<file path="config.mk">
export PLATFORM = sky130hd
export DESIGN_NAME = if_id_stage
export DESIGN_NICKNAME = d
export VERILOG_FILES = /design/src/rtl/if_id_stage_pkg.sv /design/src/rtl/if_id_stage_fetch_check.sv /design/src/rtl/if_id_stage.sv
export SDC_FILE = /design/constraint.sdc
export NUM_CORES = 1
export LEC_CHECK = 0
export CAP_MARGIN = 40
export CORE_MARGIN = 2
export CORE_UTILIZATION = 38
export CTS_BUF_LIST = sky130_fd_sc_hd__clkbuf_4 sky130_fd_sc_hd__clkbuf_8
export DETAILED_ROUTE_END_ITERATION = 10
export PLACE_DENSITY = 0.73
export SYNTH_ARGS = -nofsm -noshare
export SYNTH_HDL_FRONTEND = slang
export SYNTH_SLANG_ARGS = --single-unit
</file>
<file path="constraint.sdc">
create_clock -name clk -period 3.69 [get_ports clk]
set_input_delay 1.107 -clock clk [delete_from_list [all_inputs] [get_ports clk]]
set_output_delay 1.107 -clock clk [all_outputs]
set_load 0.01 [all_outputs]
</file>
<file path="src/rtl/if_id_stage_pkg.sv">
// Shared fetch-side constants: legal PC window, NOP word, exception codes
// and the IF/ID latch record.
package if_id_stage_pkg;

  localparam logic [31:0] PC_BASE_DEF = 32'h0000_3000;
  localparam logic [31:0] PC_LAST_DEF = 32'h0000_6FFC;
  localparam logic [31:0] NOP_WORD    = '0;

  typedef enum logic [4:0] {
    EXC_NONE = 5'd0,
    EXC_ADEL = 5'd4
  } exc_code_e;

  typedef struct packed {
    logic [31:0] instr;
    logic [31:0] pc;
    logic        valid;
    logic        bd;
    exc_code_e   exc;
  } if_id_t;

endpackage

</file>
<file path="src/rtl/if_id_stage_fetch_check.sv">
// Combinational fetch checks: instruction-memory word address, AdEL detection
// and selection of the fetched word (NOP on an illegal PC).
module fetch_check
  import if_id_stage_pkg::*;
#(
  parameter int unsigned IM_AW   = 12,
  parameter logic [31:0] PC_BASE = PC_BASE_DEF,
  parameter logic [31:0] PC_LAST = PC_LAST_DEF
) (
  input  logic [31:0]      pc_f,
  input  logic [31:0]      im_rdata,
  output logic [IM_AW-1:0] im_addr,
  output logic             adel_f,
  output logic [31:0]      word_f
);

  logic borrow;

  // Word-field subtraction equals (pc_f - PC_BASE)[IM_AW+1:2] once the borrow
  // out of the byte-offset bits is folded in.
  always_comb begin
    borrow  = (pc_f[1:0] < PC_BASE[1:0]);
    im_addr = pc_f[IM_AW+1:2] - PC_BASE[IM_AW+1:2] - IM_AW'(borrow);
  end

  always_comb begin
    adel_f = (pc_f[1:0] != 2'b00) || (pc_f < PC_BASE) || (pc_f > PC_LAST);
    word_f = adel_f ? NOP_WORD : im_rdata;
  end

endmodule

</file>
<file path="src/rtl/if_id_stage.sv">
// IF/ID pipeline latch with stall, flush, delay-slot flag, AdEL code and a
// count of instructions accepted into ID.
module if_id_stage
  import if_id_stage_pkg::*;
#(
  parameter int unsigned IM_AW   = 12,
  parameter logic [31:0] PC_BASE = PC_BASE_DEF,
  parameter logic [31:0] PC_LAST = PC_LAST_DEF
) (
  input  logic             clk,
  input  logic             reset,
  input  logic [31:0]      pc_f,
  output logic [IM_AW-1:0] im_addr,
  input  logic [31:0]      im_rdata,
  input  logic             stall,
  input  logic             flush,
  input  logic             bd_f,
  output logic [31:0]      instr_d,
  output logic [31:0]      pc_d,
  output logic             valid_d,
  output logic             bd_d,
  output logic [4:0]       exc_d,
  output logic [31:0]      fetch_cnt
);

  logic        adel_f;
  logic [31:0] word_f;

  if_id_t      latch_q, latch_d;
  logic [31:0] fetch_cnt_q, fetch_cnt_d;

  fetch_check #(
    .IM_AW  (IM_AW),
    .PC_BASE(PC_BASE),
    .PC_LAST(PC_LAST)
  ) u_fetch_check (
    .pc_f    (pc_f),
    .im_rdata(im_rdata),
    .im_addr (im_addr),
    .adel_f  (adel_f),
    .word_f  (word_f)
  );

  // Flush outranks stall so a simultaneous request inserts a bubble.
  always_comb begin
    latch_d     = latch_q;
    fetch_cnt_d = fetch_cnt_q;
    if (flush) begin
      latch_d.instr = NOP_WORD;
      latch_d.pc    = pc_f;
      latch_d.valid = 1'b0;
      latch_d.bd    = 1'b0;
      latch_d.exc   = EXC_NONE;
    end else if (!stall) begin
      latch_d.instr = word_f;
      latch_d.pc    = pc_f;
      latch_d.valid = 1'b1;
      latch_d.bd    = bd_f;
      latch_d.exc   = adel_f ? EXC_ADEL : EXC_NONE;
      fetch_cnt_d   = fetch_cnt_q + 32'd1;
    end
  end

  always_ff @(posedge clk) begin
    if (reset) begin
      latch_q     <= '{instr: NOP_WORD, pc: PC_BASE, valid: 1'b0, bd: 1'b0, exc: EXC_NONE};
      fetch_cnt_q <= '0;
    end else begin
      latch_q     <= latch_d;
      fetch_cnt_q <= fetch_cnt_d;
    end
  end

  assign instr_d   = latch_q.instr;
  assign pc_d      = latch_q.pc;
  assign valid_d   = latch_q.valid;
  assign bd_d      = latch_q.bd;
  assign exc_d     = latch_q.exc;
  assign fetch_cnt = fetch_cnt_q;

endmodule

</file>
==> results.sh <==
export IMPL_relSlewSlack_pct=55.9
export IMPL_crit_required_ns=2.58
export IMPL_vdd_ir_drop_max_mv=0.214
export IMPL_tns_ns=-0.0266
export IMPL_outcome="complete, but fails checks"
export IMPL_path_buf_inv=3
export IMPL_dpl_cell_area_um2=6370
export IMPL_syn_area_um2=4280
export IMPL_yosysUniqueCellTypes=46
export IMPL_drive_gt1_share_pct=15.4
export IMPL_arrival_ns=2.61
export IMPL_io_buffers=179
export IMPL_wirelength_mm=13.0
export IMPL_fmax_ghz=0.269
export IMPL_insertion_delay_ns=0.35
export IMPL_cp_common_cell="a21o_1"
export IMPL_worstHoldStart="pc_d[8]"
export IMPL_top_usage_layer="met2"
export IMPL_yosysTopAreaCell="dfxtp_1"
export IMPL_synthMostInstantiatedCell="dfxtp_1"
export IMPL_power_density_nw_per_um2=326
export IMPL_fin_area_um2=6810
export IMPL_grt_pass1_vias=4105
export IMPL_reg2reg_slack_ns=1.55
export IMPL_synth_avg_cell_area_um2=8.39
export IMPL_fin_nets=791
export IMPL_h_tree_depth=3
export IMPL_dr_total_vias=4317
export IMPL_grt_usage_pct=20.8
export IMPL_use_met2_pct=34.5
export IMPL_setup_violations_final=1
export IMPL_ys_seq_elements=99
export IMPL_synthTopCellsByArea="dfxtp_1, nand2_1, nor2_1"
export IMPL_whs_endpoint="pc_d[8]"
export IMPL_drv_slew=0
export IMPL_cpPeakStageDelay_ns=0.36
export IMPL_grt_start_max_net_pins=41
export IMPL_start_util_pct=39.1
export IMPL_crit_start="pc_f[6]"
export IMPL_critical_path_peak_fanout=3
export IMPL_r2r_end="fetch_cnt[22]"
export IMPL_period_share_pct=101
export IMPL_met1_usage_pct=25.1
export IMPL_fin_skew_ns=0.0120
export IMPL_cts_tree="done"
export IMPL_synth_common_cells="dfxtp_1, nand2_1, nor2_1"
export IMPL_core_um2=10900
export IMPL_dpl_hpwl_mm=9.09
export IMPL_rsz0062_at_grt="true"
export IMPL_io_pins=184
export IMPL_leakage_nw=2.63
export IMPL_wire_per_inst_um=15.1
export IMPL_path_cells="buf_8 -> inv_4 -> ha_4 -> a21o_1 -> a21oi_4 -> a21o_1 -> nand2_2 -> a311o_1 -> buf_2"
export IMPL_grt_pass1_wl_mm=19.8
export IMPL_seq_area_frac_synth_pct=46.3
export IMPL_worstSetupEndpointType="output pin"
export IMPL_fin_ws_ns=-0.0266
export IMPL_tightest_slew_ns=0.661
export IMPL_postRouteAntennaNets=0
export IMPL_post_route_util_pct=62.3
export IMPL_slowest_stage="a311o_1"
export IMPL_drtIter0Drc=271
export IMPL_min_path_cells=2
export IMPL_area_growth_pct=59.3
export IMPL_gp_congestion=0.901
export IMPL_antenna_found_initial=2
export IMPL_rows=38
export IMPL_die_h_um=110
export IMPL_cts_root_buf="clkbuf_8"
export IMPL_grt_overflow=0
export IMPL_synth_top_cell_area_share_pct=46.3
export IMPL_ys_async_sr_fraction_pct=0
export IMPL_synth_edf_count=0
export IMPL_cts_path_max_buffers=2
export IMPL_die_area_um2=12100
export IMPL_path_class="input port to output pin"
export IMPL_min_period_ns=3.72
export IMPL_met3_usage_pct=6.70
export IMPL_ff2ff_path_depth=5
export IMPL_hold_viol=0
export IMPL_yosys_warnings=0
export IMPL_min_path_type="flop to flop"
export IMPL_cts_sinks=99
export IMPL_crit_path_start_kind="input port"
export IMPL_viasPerCell=5.04
export IMPL_clkTransAtPathRegs_ns=0.08
export IMPL_die_w_um=110
export IMPL_drc_errors=0
export IMPL_cap_violations=0
export IMPL_synthCells=510
export IMPL_rr_startpoint="fetch_cnt[2]"
export IMPL_critical_path_top_delay_family="compound AO/OA/AOI/OAI gates"
export IMPL_violations="setup timing"
export IMPL_synthFlopType="dfxtp_1"
export IMPL_dr_pass1_iters=5
export IMPL_numCtsBuffers=9
## stage by stage
stage / total power, W / setup slack, ns / std cells / hold WS, ns
after floorplan: 0.00128 / 0.0633 / 513 / 0.474
after global placement: 0.00151 / -0.924 / 835 / 0.437
after detailed placement: 0.00152 / -1.06 / 835 / 0.443
after CTS: 0.00222 / 0.000470 / 856 / 0.455
after global routing: 0.00233 / -0.0552 / 856 / 0.474
final: 0.00222 / -0.0266 / 857 / 0.453
## flip-flops by register name, summed over array words and instances, names as in the netlist
register	count
instr_d	32
pc_d	32
valid_d	1
fetch_cnt	32
exc_d	1
bd_d	1
## kinds of logic after synthesis
kind of cell               count (synthesis)  synth area share, %
and+or+nand+nor                          226                 24.9
DFF                                       99                 46.3
AOI/OAI and AO/OA                         93                 13.7
buffers and inverters                     47                 4.83
xor gates and xnor gates                  29                 5.94
adders and majority gates                 11                 3.22
muxes                                      4                0.994
other                                      1               0.0877
## final cells by class
type | instances | area [um^2]
diodes | 1 | 2.50
clock buffers | 11 | 139
clock inverters | 5 | 53.8
fillers | 941 | 4120
inverters | 14 | 62.6
multi-input cells | 367 | 2300
flip-flops and latches | 99 | 1980
well taps | 140 | 175
repair buffers | 220 | 2100
## power by group
| group | total, W | switching (W) | internal (W) |
|---|---|---|---|
| clock | 0.000685 | 0.000358 | 0.000327 |
| sequential | 0.00110 | 0.0000127 | 0.00109 |
| combinational | 0.000433 | 0.000197 | 0.000236 |
## placed cells by master (no fill, tap or decap), drive strengths merged, types with 11 or more instances in the layout
cell,count
clkbuf,13
a21oi,37
nand3,12
xor2,19
nand2,86
buf,54
a22oi,32
ha,11
dfxtp,99
inv,14
nand4,11
nor2,68
clkdlybuf4s50,159
## layer usage
metal	up-vias	share of wire, %	routed length (um)
met1	1999	42	5440
met5	-	0.093	12
met3	27	8.5	1110
li1	2138	-	-
met2	151	48	6170
met4	2	1.9	242
## how the worst max path moves through the flow
stage / end / cells after the start
4_1_cts: im_addr[10] / 9
6_report: im_addr[10] / 9
3_5_place_dp: im_addr[11] / 8
5_1_grt: im_addr[10] / 9
3_3_place_gp: im_addr[11] / 8
2_1_floorplan: im_addr[11] / 6
## worst min-delay path, stage by stage (launching register included)
cell	delay, ns
dfxtp_1	0.31
nand2_1	0.05
a21oi_1	0.05
## what timing repair did
action,CTS,global route
gates resized for setup,91,31
hold buffers,0,0
buffers inserted,5,0
setup endpoints to repair,10,6
hold endpoints to repair,0,0
pin swaps,8,14
(Power assumes the default switching activity.)
